===== src/rtl/board_io_ctrl.sv =====
// Board I/O peripheral: LED register, 7-seg scanner, debounced buttons with edge capture, switches.
// Latency: reads combinational; writes take effect at the next clk edge; seg/an/irq are registered (1 cycle).
// Backpressure: none; the bus is always ready and every access completes in one cycle.
//
// Ports: clk/rst (async active-low); ce/we/addr/data_i/data_o are the CPU data-bus slave port;
//        btn/sw are raw asynchronous board inputs; seg/an drive the display (active-low);
//        led drives the LEDs; irq flags an enabled button press.
// Optional: define BOARD_IO_RAW_SEG_EN to add raw segment mode (SEGCTRL[16]) and the SEGRAW register at word 7.
module board_io_ctrl #(
    parameter int NUM_DIGITS = 4,
    parameter int NUM_BTN    = 5,
    parameter int NUM_SW     = 8,
    parameter int NUM_LED    = 8,
    parameter int SCAN_DIV   = 50000,
    parameter int DEB_CYCLES = 500000
) (
    input  logic                  clk,
    input  logic                  rst,
    input  logic                  ce,
    input  logic                  we,
    input  logic [4:0]            addr,
    input  logic [31:0]           data_i,
    output logic [31:0]           data_o,
    input  logic [NUM_BTN-1:0]    btn,
    input  logic [NUM_SW-1:0]     sw,
    output logic [7:0]            seg,
    output logic [NUM_DIGITS-1:0] an,
    output logic [NUM_LED-1:0]    led,
    output logic                  irq
);
    localparam int IDX_W  = (NUM_DIGITS > 1) ? $clog2(NUM_DIGITS) : 1;
    localparam int SCAN_W = (SCAN_DIV   > 1) ? $clog2(SCAN_DIV)   : 1;
    localparam int DEB_W  = (DEB_CYCLES > 1) ? $clog2(DEB_CYCLES) : 1;

    logic [NUM_LED-1:0]      led_q;
    logic [4*NUM_DIGITS-1:0] segdata_q;
    logic [NUM_DIGITS-1:0]   seg_en_q, seg_dp_q;
    logic [NUM_BTN-1:0]      irqen_q, evt_q, lvl_q;
    logic [NUM_BTN-1:0]      btn_s1, btn_s2;
    logic [NUM_SW-1:0]       sw_s1, sw_s2;
    logic [DEB_W-1:0]        deb_cnt [NUM_BTN];
    logic [SCAN_W-1:0]       scan_cnt;
    logic [IDX_W-1:0]        dig_idx;
`ifdef BOARD_IO_RAW_SEG_EN
    logic                    raw_mode_q;
    logic [31:0]             segraw_q;
    logic [7:0]              raw_byte;
`endif

    logic [2:0]         word;
    logic               wr;
    logic [NUM_BTN-1:0] w1c, deb_done, rise;
    logic [3:0]         cur_nib;
    logic               cur_dp, cur_en;
    logic [7:0]         seg_nxt;
    logic [31:0]        rd;
    logic               unused_bits;

    assign word        = addr[4:2];
    assign wr          = ce & we;
    assign w1c         = (wr && word == 3'd5) ? data_i[NUM_BTN-1:0] : '0;
    assign unused_bits = ^{addr[1:0], data_i};
    assign led         = led_q;

    function automatic logic [6:0] hex7(input logic [3:0] n);
        case (n)
            4'h0: hex7 = 7'h40;  4'h1: hex7 = 7'h79;  4'h2: hex7 = 7'h24;  4'h3: hex7 = 7'h30;
            4'h4: hex7 = 7'h19;  4'h5: hex7 = 7'h12;  4'h6: hex7 = 7'h02;  4'h7: hex7 = 7'h78;
            4'h8: hex7 = 7'h00;  4'h9: hex7 = 7'h10;  4'hA: hex7 = 7'h08;  4'hB: hex7 = 7'h03;
            4'hC: hex7 = 7'h46;  4'hD: hex7 = 7'h21;  4'hE: hex7 = 7'h06;  default: hex7 = 7'h0E;
        endcase
    endfunction

    // A button's level is accepted on the edge where its disagreeing sample has
    // already been seen DEB_CYCLES-1 times in a row, i.e. on the DEB_CYCLES-th one.
    always_comb begin
        deb_done = '0;
        for (int i = 0; i < NUM_BTN; i++)
            deb_done[i] = (btn_s2[i] != lvl_q[i]) && (deb_cnt[i] == DEB_W'(DEB_CYCLES - 1));
    end
    assign rise = deb_done & btn_s2;

    // Current-digit selection by loop avoids variable part-selects past the vector ends.
    always_comb begin
        cur_nib = '0;
        cur_dp  = 1'b0;
        cur_en  = 1'b0;
        for (int d = 0; d < NUM_DIGITS; d++) begin
            if (dig_idx == IDX_W'(d)) begin
                cur_nib = segdata_q[4*d +: 4];
                cur_dp  = seg_dp_q[d];
                cur_en  = seg_en_q[d];
            end
        end
    end

`ifdef BOARD_IO_RAW_SEG_EN
    // Only the first four digits have a raw byte; higher digits stay dark in raw mode.
    always_comb begin
        raw_byte = 8'h00;
        for (int d = 0; d < 4 && d < NUM_DIGITS; d++)
            if (dig_idx == IDX_W'(d)) raw_byte = segraw_q[8*d +: 8];
    end
    assign seg_nxt = raw_mode_q ? ~raw_byte : {~cur_dp, hex7(cur_nib)};
`else
    assign seg_nxt = {~cur_dp, hex7(cur_nib)};
`endif

    always_ff @(posedge clk or negedge rst) begin
        if (!rst) begin
            led_q     <= '0;
            segdata_q <= '0;
            seg_en_q  <= '0;
            seg_dp_q  <= '0;
            irqen_q   <= '0;
            evt_q     <= '0;
            lvl_q     <= '0;
            btn_s1    <= '0;
            btn_s2    <= '0;
            sw_s1     <= '0;
            sw_s2     <= '0;
            for (int i = 0; i < NUM_BTN; i++) deb_cnt[i] <= '0;
            scan_cnt  <= '0;
            dig_idx   <= '0;
            seg       <= 8'hFF;
            an        <= '1;
            irq       <= 1'b0;
`ifdef BOARD_IO_RAW_SEG_EN
            raw_mode_q <= 1'b0;
            segraw_q   <= '0;
`endif
        end else begin
            if (wr) begin
                case (word)
                    3'd0: led_q     <= data_i[NUM_LED-1:0];
                    3'd1: segdata_q <= data_i[4*NUM_DIGITS-1:0];
                    3'd2: begin
                        seg_en_q <= data_i[NUM_DIGITS-1:0];
                        seg_dp_q <= data_i[8 +: NUM_DIGITS];
`ifdef BOARD_IO_RAW_SEG_EN
                        raw_mode_q <= data_i[16];
`endif
                    end
                    3'd6: irqen_q   <= data_i[NUM_BTN-1:0];
`ifdef BOARD_IO_RAW_SEG_EN
                    3'd7: segraw_q  <= data_i;
`endif
                    default: ;
                endcase
            end

            sw_s1  <= sw;
            sw_s2  <= sw_s1;
            btn_s1 <= btn;
            btn_s2 <= btn_s1;

            for (int i = 0; i < NUM_BTN; i++) begin
                if (btn_s2[i] == lvl_q[i] || deb_done[i]) deb_cnt[i] <= '0;
                else                                      deb_cnt[i] <= deb_cnt[i] + DEB_W'(1);
            end
            lvl_q <= lvl_q ^ deb_done;
            // A new edge wins over a same-cycle clear so no press is lost.
            evt_q <= (evt_q & ~w1c) | rise;
            irq   <= |(evt_q & irqen_q);

            if (scan_cnt == SCAN_W'(SCAN_DIV - 1)) begin
                scan_cnt <= '0;
                dig_idx  <= (dig_idx == IDX_W'(NUM_DIGITS - 1)) ? '0 : dig_idx + IDX_W'(1);
            end else begin
                scan_cnt <= scan_cnt + SCAN_W'(1);
            end
            seg <= seg_nxt;
            an  <= cur_en ? ~(NUM_DIGITS'(1) << dig_idx) : '1;
        end
    end

    always_comb begin
        rd = '0;
        case (word)
            3'd0: rd[NUM_LED-1:0]      = led_q;
            3'd1: rd[4*NUM_DIGITS-1:0] = segdata_q;
            3'd2: begin
                rd[NUM_DIGITS-1:0]  = seg_en_q;
                rd[8 +: NUM_DIGITS] = seg_dp_q;
`ifdef BOARD_IO_RAW_SEG_EN
                rd[16] = raw_mode_q;
`endif
            end
            3'd3: rd[NUM_SW-1:0]  = sw_s2;
            3'd4: rd[NUM_BTN-1:0] = lvl_q;
            3'd5: rd[NUM_BTN-1:0] = evt_q;
            3'd6: rd[NUM_BTN-1:0] = irqen_q;
`ifdef BOARD_IO_RAW_SEG_EN
            3'd7: rd = segraw_q;
`endif
            default: rd = '0;
        endcase
    end
    assign data_o = (ce && !we) ? rd : '0;

endmodule

===== config.mk =====
export PLATFORM = sky130hd
export DESIGN_NAME = board_io_ctrl
export DESIGN_NICKNAME = d
export VERILOG_FILES = /design/src/rtl/board_io_ctrl.sv
export SDC_FILE = /design/constraint.sdc
export NUM_CORES = 1
export LEC_CHECK = 0
export CORE_ASPECT_RATIO = 2
export CORE_UTILIZATION = 30
export DETAILED_ROUTE_END_ITERATION = 6
export PLACE_DENSITY = 0.55
export SETUP_SLACK_MARGIN = 0.1
export SLEW_MARGIN = 20
export SYNTH_ARGS = -nofsm -noshare
export SYNTH_HDL_FRONTEND = slang
export SYNTH_SLANG_ARGS = --single-unit

===== constraint.sdc =====
create_clock -name clk -period 2.8 [get_ports clk]
set_clock_uncertainty 0.05 [all_clocks]
set_input_delay 0.42 -clock clk [delete_from_list [all_inputs] [get_ports clk]]
set_output_delay 0.42 -clock clk [all_outputs]
set_load 0.01 [all_outputs]

; After elaboration in Yosys (flattened, before gate mapping)
; Memories as Yosys holds them, arrays and structs flattened. A register that Yosys moved wholly into a read port is not among the register bits.
; Index checks and enable logic that the tools add are counted.
[word_totals]
wordCells = 112
mem_count = 1
register_bits = 199
mem_bits_ro = 112
[mem_list]
columns = name, words, word_bits, rd, rd_clocked_by_memory_dff, wr, line_no
row1 = (name not given), 16, 7, 1, 1, 0, 66  ; case (n)
[op_classes]
n_bitwise = 9
reduce_logical = 21
n_eq_ne = 25
muxes = 27
addsub = 7
shift = 1
[op_table]
columns = operator, count
row1 = "adder 19 x 1 -> 19 bit, second input constant", 5
row2 = "== test 19 bit, second input constant", 5
row3 = two-way mux 19 bit, 5
row4 = two-way mux 16 bit, 2
row5 = case mux 4 bit (7 select lines), 1
row6 = two-way mux 4 bit, 6
row7 = "adder 16 x 1 -> 16 bit, second input constant", 1
row8 = "== test 16 bit, second input constant", 1
row9 = bitwise AND 5 bit, 3
row10 = "== test 3 bit, second input constant", 3
row11 = case mux 3 bit (3 select lines), 1
row12 = two-way mux 1 bit, 8
row13 = case mux 4 bit (2 select lines), 1
row14 = AND reduction 2 bit, 4
row15 = logical AND 1 bit, 7
row16 = "== test 3 x 2 -> 1 bit, second input constant", 2
row17 = case mux 1 bit (6 select lines), 1
row18 = == test 1 bit, 5
row19 = logical OR 1 bit, 5
row20 = two-way mux 5 bit, 1
row21 = != test 1 bit, 5
row22 = inverter 5 bit, 1
row23 = OR 5 bit, 1
row24 = OR reduction 5 bit, 1
row25 = 13 further kinds, 15

; Logic depth before layout (Yosys ltp)
; Gate-level depths: netlist (run 1).
[depth]
depth_word = 6
mapped_depth = 11

; Worst setup path after synthesis (run 1)
; No wires, ideal clock.
[synth_path]
kind = register -> register
from = register dig_idx[1]
to = register seg[0]
arrival_ns = 2.029
required_time_ns = 2.668
path_stages_with_launch = 11
slack_ns = 0.639
path_buffers = 1
synth_period_minus_slack_ns = 2.161
path_cell_list = dfrtp_1 > inv_1 > ha_1 > buf_2 > nor2b_1 > a22o_1 > o221ai_1 > inv_1 > ha_1 > nor3b_1 > a211o_1
[synth_between]
elab_chain_cells = 5
word_cells_on_any_way = 8
[synth_rtl]
columns = element, line_no
row1 = start: declaration, 43  ; logic [IDX_W-1:0] dig_idx;
row2 = start signal: assignment, 168  ; dig_idx <= (dig_idx == IDX_W'(NUM_DIGITS - 1)) ? '0 : dig_idx + IDX_W'(1);
row3 = logical NOT 2 bit, 89  ; if (dig_idx == IDX_W'(d)) begin
row4 = two-way mux 4 bit (3 in series), 89
row5 = two-way mux 4 bit (*), 89
row6 = end: declaration, 26  ; output logic [7:0] seg,
; Mark *: on every way between the ends. The rest lies on a longest branch, timed or not.
; A chain may end at the register's enable or synchronous reset.

; Final worst setup path (run 1)
[layout_path]
from = input addr[3]
to = output data_o[0]
[layout_between]
elab_chain_cells = 3
word_cells_on_any_way = 9
[layout_rtl]
columns = element, line_no
row1 = start: declaration, 21  ; input logic [4:0] addr,
row2 = == test 3 bit (tied with other cells), 179  ; case (word)
row3 = case mux 4 bit (7 select lines) (*), 179
row4 = two-way mux 16 bit (*), 199  ; assign data_o = (ce && !we) ? rd : '0;
row5 = end: declaration, 23  ; output logic [31:0] data_o,
; Marks and branches as above.

==> results of run 1 <==
[through the flow]
step,std cells,setup TNS [ps],area [µm²]
6_report,1371,0,11200
5_1_grt,1371,0,11200
4_1_cts,1371,0,11200
3_5_place_dp,1340,-1380,10600
3_3_place_gp,1340,-1320,10600
2_1_floorplan,904,0,9390
[cell usage after synthesis, types with 4 or more instances]
library cell,count,area [µm²]
dfrtp_1,187,4680
nor2_1,159,597
nand2_1,68,255
xor2_1,64,561
nand3_1,50,250
xnor2_1,40,350
mux2_2,39,439
inv_1,24,90.1
nand4_1,23,144
buf_4,21,158
nor3_1,17,85.1
ha_1,16,200
and3_1,15,93.8
o21ai_0,14,70.1
buf_2,12,60.1
dfstp_2,12,315
nor2b_1,12,75.1
a22oi_1,11,82.6
mux2i_1,9,90.1
nor4_1,9,56.3
a21oi_1,8,40.0
nand2b_1,7,43.8
a22o_1,5,43.8
clkbuf_1,5,18.8
or2_2,5,31.3
a221oi_1,4,35.0
a32o_1,4,40.0
and4_1,4,35.0
[worst max-delay path, stage by stage]
cell and delay (ps):
clkdlybuf4s50_1 460, buf_4 170, nor2b_2 260, a21oi_1 130, o21a_1 180, nor2_1 160
dlygate4sd2_1 300
[layout by cell type, fill, tap and decap left out, types with 3 or more instances in the layout]
master and count:
clkinvlp_4 4, and4_1 4, nor2b_1 9, nor4b_1 3, o21ai_0 14, a22oi_1 11
inv_1 24, a32o_1 4, nand2_1 68, or2_2 4, dfstp_2 12, clkdlybuf4s50_1 53
mux2_2 39, a221oi_1 3, nand4_1 23, nand2b_1 7, nor4_1 9, nor3_1 17
dlymetal6s2s_1 3, xor2_1 64, ha_1 16, and3_1 15, buf_4 27, clkbuf_8 3
conb_1 16, buf_12 3, a22o_1 5, and2_1 3, a31oi_1 3, nand3_1 50
xnor2_1 40, a21oi_1 8, dlygate4sd2_1 15, nor2_1 158, mux2i_1 9, dfrtp_1 187
clkbuf_16 17
[final cells by class]
cell class	count	area share, %
timing repair buffer	104	8.89
multi-input combinational	642	36.5
tap	372	4.15
clock inverter	10	1.08
inverter	24	0.803
sequential	199	44.5
clock buffer	20	4.07
[worst max path at each step]
stage	startpoint	depth (start not counted)	slack, ps	endpoint
2_1_floorplan	dig_idx[1]$_DFFE_PN0N_	10	640	seg[0]$_DFF_PN1_
3_3_place_gp	addr[4]	8	-200	data_o[4]
3_5_place_dp	addr[4]	8	-190	data_o[4]
4_1_cts	addr[4]	8	110	data_o[2]
5_1_grt	dig_idx[0]$_DFFE_PN0N_	10	100	seg[6]$_DFF_PN1_
6_report	addr[3]	7	250	data_o[0]
[power breakdown]
group | internal [mW] | switching [mW] | total [mW]
combinational | 0.453 | 0.414 | 0.868
sequential | 3.12 | 0.171 | 3.29
clock | 1.36 | 1.10 | 2.45
total | 4.93 | 1.68 | 6.61
[per-layer routing]
layer	GRT usage [%]	up-vias
li1	-	3181
met1	16.4	3226
met2	25.5	110
met3	3.24	19
met4	4.59	0
met5	0	-
[cells by family (layout without fill, tap and decap cells)]
logic type | Yosys count | after routing | share of synthesized area (%)
buffers and inverters | 63 | 158 | 3.62
AOI/OAI and AO/OA | 64 | 64 | 4.89
DFF | 199 | 199 | 53.5
other | 1 | 16 | 0.0402
xor gates and xnor gates | 104 | 104 | 9.76
muxes | 50 | 50 | 6.07
adders and majority gates | 16 | 16 | 2.14
and+or+nand+nor | 392 | 392 | 20.0
[state kept, by name (all words and copies together), names as in the netlist, named ones only]
name       flops
an             4
btn_s1         5
btn_s2         5
deb_cnt       95
dig_idx        2
evt_q          5
irq            1
irqen_q        5
led            8
scan_cnt      16
seg            8
seg_dp_q       4
seg_en_q       4
segdata_q     16
sw_s1          8
sw_s2          8
[timing repair]
| action | CTS | global route |
|---|---|---|
| hold buffers | 1 | 0 |
| endpoints found under the setup margin | 16 | 5 |
| pin swaps | 1 | 0 |
| endpoints found under the hold margin | 62 | 0 |
| gates resized for setup | 25 | 3 |
==> flow_metrics.env, run 1 <==
export IMPL_yosys_warnings=0
export IMPL_m1WireLength_um=8610
export IMPL_leakage_nw=4.89
export IMPL_clockBufferDepth=2
export IMPL_outcome="completed"
export IMPL_crit_path_max_fanout=8
export IMPL_cts_clk_slew_worst_paths_ps=70
export IMPL_min_path_type="reg -> reg"
export IMPL_overflow=0
export IMPL_cts_buffers_inserted=17
export IMPL_final_nets=1058
export IMPL_n_antenna_cell=0
export IMPL_synth_seq_cells=199
export IMPL_fillers=3094
export IMPL_hold_end="sw_s2[4]$_DFF_PN0_"
export IMPL_syn_area_um2=9340
export IMPL_wl_per_cell_um=15.3
export IMPL_setup_viol=0
export IMPL_r2r_end="seg[5]$_DFF_PN1_"
export IMPL_setup_slack_ps=252
export IMPL_grt_max_degree=67
export IMPL_io_pins=107
export IMPL_clock_latency_ps=450
export IMPL_cp_start_kind="input port"
export IMPL_synthDistinctLibCells=60
export IMPL_first_global_vias=6717
export IMPL_postLayoutCoreUtil_pct=36.5
export IMPL_finalPower_mw=6.61
export IMPL_rsz0062_at_grt="no"
export IMPL_cts_sinks=199
export IMPL_multi_input_area_um2=4090
export IMPL_max_vdd_ir_drop_mv=0.469
export IMPL_synth_seq_area_share_pct=53.5
export IMPL_dp_slack_ps=-193
export IMPL_maxCapViolations=0
export IMPL_dr_first_iter_drc_count=303
export IMPL_cts_root_buf="clkbuf_16"
export IMPL_reg2reg_depth=10
export IMPL_grtUsageTotal_pct=14.2
export IMPL_max_slew_margin_pct=46.4
export IMPL_p_per_area_nw_per_um2=589
export IMPL_row_count=91
export IMPL_core_region_area_um2=30700
export IMPL_htree_levels=4
export IMPL_drc=0
export IMPL_finalHoldViolations=0
export IMPL_highest_layer="met4"
export IMPL_via_per_inst=4.77
export IMPL_io_buffer_count=72
export IMPL_dr_pass1_iters=5
export IMPL_die_w_um=127
export IMPL_fmax_mhz=392
export IMPL_min_period_over_period_pct=91.0
export IMPL_initial_core_util_pct=30.4
export IMPL_postCtsSetupBuffers=0
export IMPL_whs_ps=300
export IMPL_hold_depth=0
export IMPL_endpoint_kind="primary output"
export IMPL_min_period_ps=2550
export IMPL_via_count=6536
export IMPL_synth_edf_count=0
export IMPL_drive_gt1_share_pct=13.8
export IMPL_die_h_um=251
export IMPL_grt_pass1_wl_um=34900
export IMPL_postRouteAntennaNets=0
export IMPL_syn_to_final_growth_pct=20.2
export IMPL_syn_instance_count=889
export IMPL_cts_tree="yes"
export IMPL_cp_required_ps=2330
export IMPL_criticalPathCategory="in -> out"
export IMPL_synth_area_per_cell_um2=10.5
export IMPL_met2_length_um=11300
export IMPL_slew_violations=0
export IMPL_place_congestion=0.816
export IMPL_critical_path_arrival_ps=2080
export IMPL_tightest_slew_ps=798
export IMPL_r2r_start="dig_idx[0]$_DFFE_PN0N_"
export IMPL_regToRegSetupSlack_ps=310
export IMPL_place_hpwl_um=15300
export IMPL_worstHoldStart="sw_s1[4]$_DFF_PN0_"
export IMPL_antenna_found_initial=0
export IMPL_seq_area_um2=4990
export IMPL_routed_wl_um=20900
export IMPL_synth_async_sr_flop_share_pct=100
export IMPL_die_area_um2=31900
export IMPL_synth_main_ff_cell="dfrtp_1"
export IMPL_wl_met3_um=660
Note: power is estimated with default switching activity, not from simulation.
==> inputs of run 2 (changes only) <==
--- a/config.mk
+++ b/config.mk
@@ -9,7 +9,7 @@
 export CORE_UTILIZATION = 30
 export DETAILED_ROUTE_END_ITERATION = 6
 export PLACE_DENSITY = 0.55
-export SETUP_SLACK_MARGIN = 0.1
+export SETUP_SLACK_MARGIN = 0.5
 export SLEW_MARGIN = 20
 export SYNTH_ARGS = -nofsm -noshare
 export SYNTH_HDL_FRONTEND = slang
==> run 2 against run 1 <==
- non-clock buffer count is 25 higher
- worst setup slack improved by 310 ps
- total power is 1.6% higher
- sequential power about the same
- worst hold slack about the same
- final area up 3.0%
- via count is 2.0% higher
- critical path depth down 2
- register-to-register slack better by 250 ps
- cell count rose by 1.8%
- sequential cell count did not move
- global-route usage up 0.22 points
- largest power group unchanged
==> flow_metrics.env, run 2 (synthesis gave the netlist of run 1 again) <==
export IMPL_outcome="completed"
export IMPL_final_cell_mix="185 x dfrtp_1, 155 x nor2_1, 68 x nand2_1, 64 x xor2_1"
export IMPL_io_buffer_count=72
export IMPL_top_register="deb_cnt"
export IMPL_tightest_slew_ps=798
export IMPL_overflow=0
export IMPL_dr_first_iter_drc_count=298
export IMPL_place_hpwl_um=15300
export IMPL_p_int_mw=5.00
export IMPL_p_per_area_nw_per_um2=581
export IMPL_cts_root_buf="clkbuf_16"
export IMPL_cts_clk_slew_worst_paths_ps=70
export IMPL_setup_tns_ps=0
export IMPL_max_slew_margin_pct=46.4
export IMPL_cts_sinks=199
export IMPL_clock_power_share_pct=36.5
export IMPL_place_congestion=0.816
export IMPL_postRouteAntennaNets=0
export IMPL_finalPower_mw=6.72
export IMPL_n_antenna_cell=0
export IMPL_swShare_pct=25.5
export IMPL_wl_per_cell_um=15.3
export IMPL_core_region_area_um2=30700
export IMPL_initial_core_util_pct=30.4
export IMPL_switchingPower_mw=1.72
export IMPL_first_global_vias=6833
export IMPL_maxCapViolations=0
export IMPL_finalHoldViolations=0
export IMPL_die_w_um=127
export IMPL_antenna_found_initial=0
export IMPL_endpoint_kind="primary output"
export IMPL_min_period_ps=2240
export IMPL_cp_start_kind="flip-flop"
export IMPL_rsz0062_at_grt="yes"
export IMPL_cts_tree="yes"
export IMPL_die_h_um=251
export IMPL_via_per_inst=4.78
export IMPL_criticalPathCategory="reg -> out"
export IMPL_dr_pass1_iters=4
export IMPL_largest_register_ff_count=95
export IMPL_comb_power_share_pct=14.6
export IMPL_drive_gt1_share_pct=18.6
export IMPL_postLayoutCoreUtil_pct=37.6
export IMPL_leakage_nw=5.01
export IMPL_syn_to_final_growth_pct=23.8
export IMPL_row_count=91
export IMPL_final_nets=1083
export IMPL_htree_levels=4
export IMPL_grt_pass1_wl_um=35400
export IMPL_fillers=3060
export IMPL_grtUsageTotal_pct=14.4
export IMPL_min_period_over_period_pct=79.9
export IMPL_pwr_share_seq_pct=48.9
export IMPL_grt_max_degree=67
export IMPL_min_path_type="reg -> reg"
export IMPL_max_vdd_ir_drop_mv=0.471
export IMPL_clock_latency_ps=450
export IMPL_cp_required_ps=2330
export IMPL_drc=0
export IMPL_final_common_cell="dfrtp_1"
export IMPL_critical_path_arrival_ps=1770
export IMPL_via_count=6667
export IMPL_fmax_mhz=447
export IMPL_routed_wl_um=21300
export IMPL_io_pins=107
export IMPL_setup_viol=0
export IMPL_crit_path_max_fanout=3
export IMPL_slew_violations=0
export IMPL_die_area_um2=31900
export IMPL_clockBufferDepth=2
export IMPL_cts_buffers_inserted=17
export IMPL_reg_top3="deb_cnt: 95 flops, scan_cnt: 16 flops, segdata_q: 16 flops"
-- run 2: cell types whose count changed in the layout (fill, tap and decap cells not counted), moves of 3 or more --
cell / change
buf_4: +20
ha_1: -5
buf_2: +4
ha_4: +4
inv_1: -4
inv_2: +4
buf_6: +3
clkdlybuf4s50_1: -3
dlygate4sd2_1: -3
dlymetal6s2s_1: -3
nor2_1: -3
nor2_2: +3
-- run 2: through the flow --
stage | hold WS (ps) | cell area (µm²) | worst slack (ps) | instances
after global placement | 286 | 10600 | -199 | 1340
after floorplan | 74.4 | 9390 | 639 | 904
after global routing | 306 | 11600 | 476 | 1396
after CTS | 301 | 11400 | 494 | 1387
after detailed placement | 285 | 10600 | -193 | 1340
final | 300 | 11600 | 562 | 1396
-- run 2: final cells by class --
cell class	instances	area, µm²	area share [%]
well taps	372	465	4.03
inverters	24	90.1	0.780
flip-flops and latches	199	5000	43.3
clock buffers	20	457	3.95
repair buffers	129	1210	10.5
clock inverters	10	121	1.05
multi-input cells	642	4210	36.5
-- run 2: power groups by stage --
stage	logic (mW)	clock network [mW]	registers, mW
final	0.979	2.45	3.29
after global routing	1.07	2.65	3.31
after CTS	0.943	2.55	3.29
after detailed placement	0.877	0	3.34
after global placement	0.869	0	3.34
after floorplan	0.445	0	3.31
-- run 2: path summary, 6_finish.rpt --
check	from	end	slack, ps	cells after the start
min in group asynchronous	rst	scan_cnt[10]$_DFF_PN0_	470	2
max reg2reg	dig_idx[0]$_DFFE_PN0N_	seg[0]$_DFF_PN1_	560	9
min reg2reg	sw_s1[4]$_DFF_PN0_	sw_s2[4]$_DFF_PN0_	300	0
max	led[3]$_DFFE_PN0P_	data_o[3]	560	5
min	sw_s1[4]$_DFF_PN0_	sw_s2[4]$_DFF_PN0_	300	0
max in group asynchronous	rst	an[2]$_DFF_PN1_	1440	3
-- run 2: layer usage --
| metal | share of wire, % | up-vias | track usage [%] |
|---|---|---|---|
| li1 | - | 3228 | - |
| met1 | 41 | 3308 | 16.5 |
| met2 | 54 | 110 | 26.1 |
| met3 | 3.3 | 21 | 3.29 |
| met4 | 1.6 | 0 | 4.76 |
| met5 | 0 | - | 0 |
-- run 2: worst max-delay path, cell delays in order, from the launching register on --
cell and delay (ps):
dfrtp_1 420, mux4_2 460, nor2_1 130, a211oi_2 70
buf_4 140, buf_6 110
-- run 2: timing repair --
| action | 4_1_cts | 5_1_grt |
|---|---|---|
| setup buffers | 15 | 9 |
| hold buffers | 1 | 0 |
| gates cloned | 1 | 0 |
| endpoints found under the hold margin | 62 | 0 |
| gates resized for setup | 71 | 20 |
| endpoints found under the setup margin | 22 | 14 |
| pin swaps | 9 | 7 |
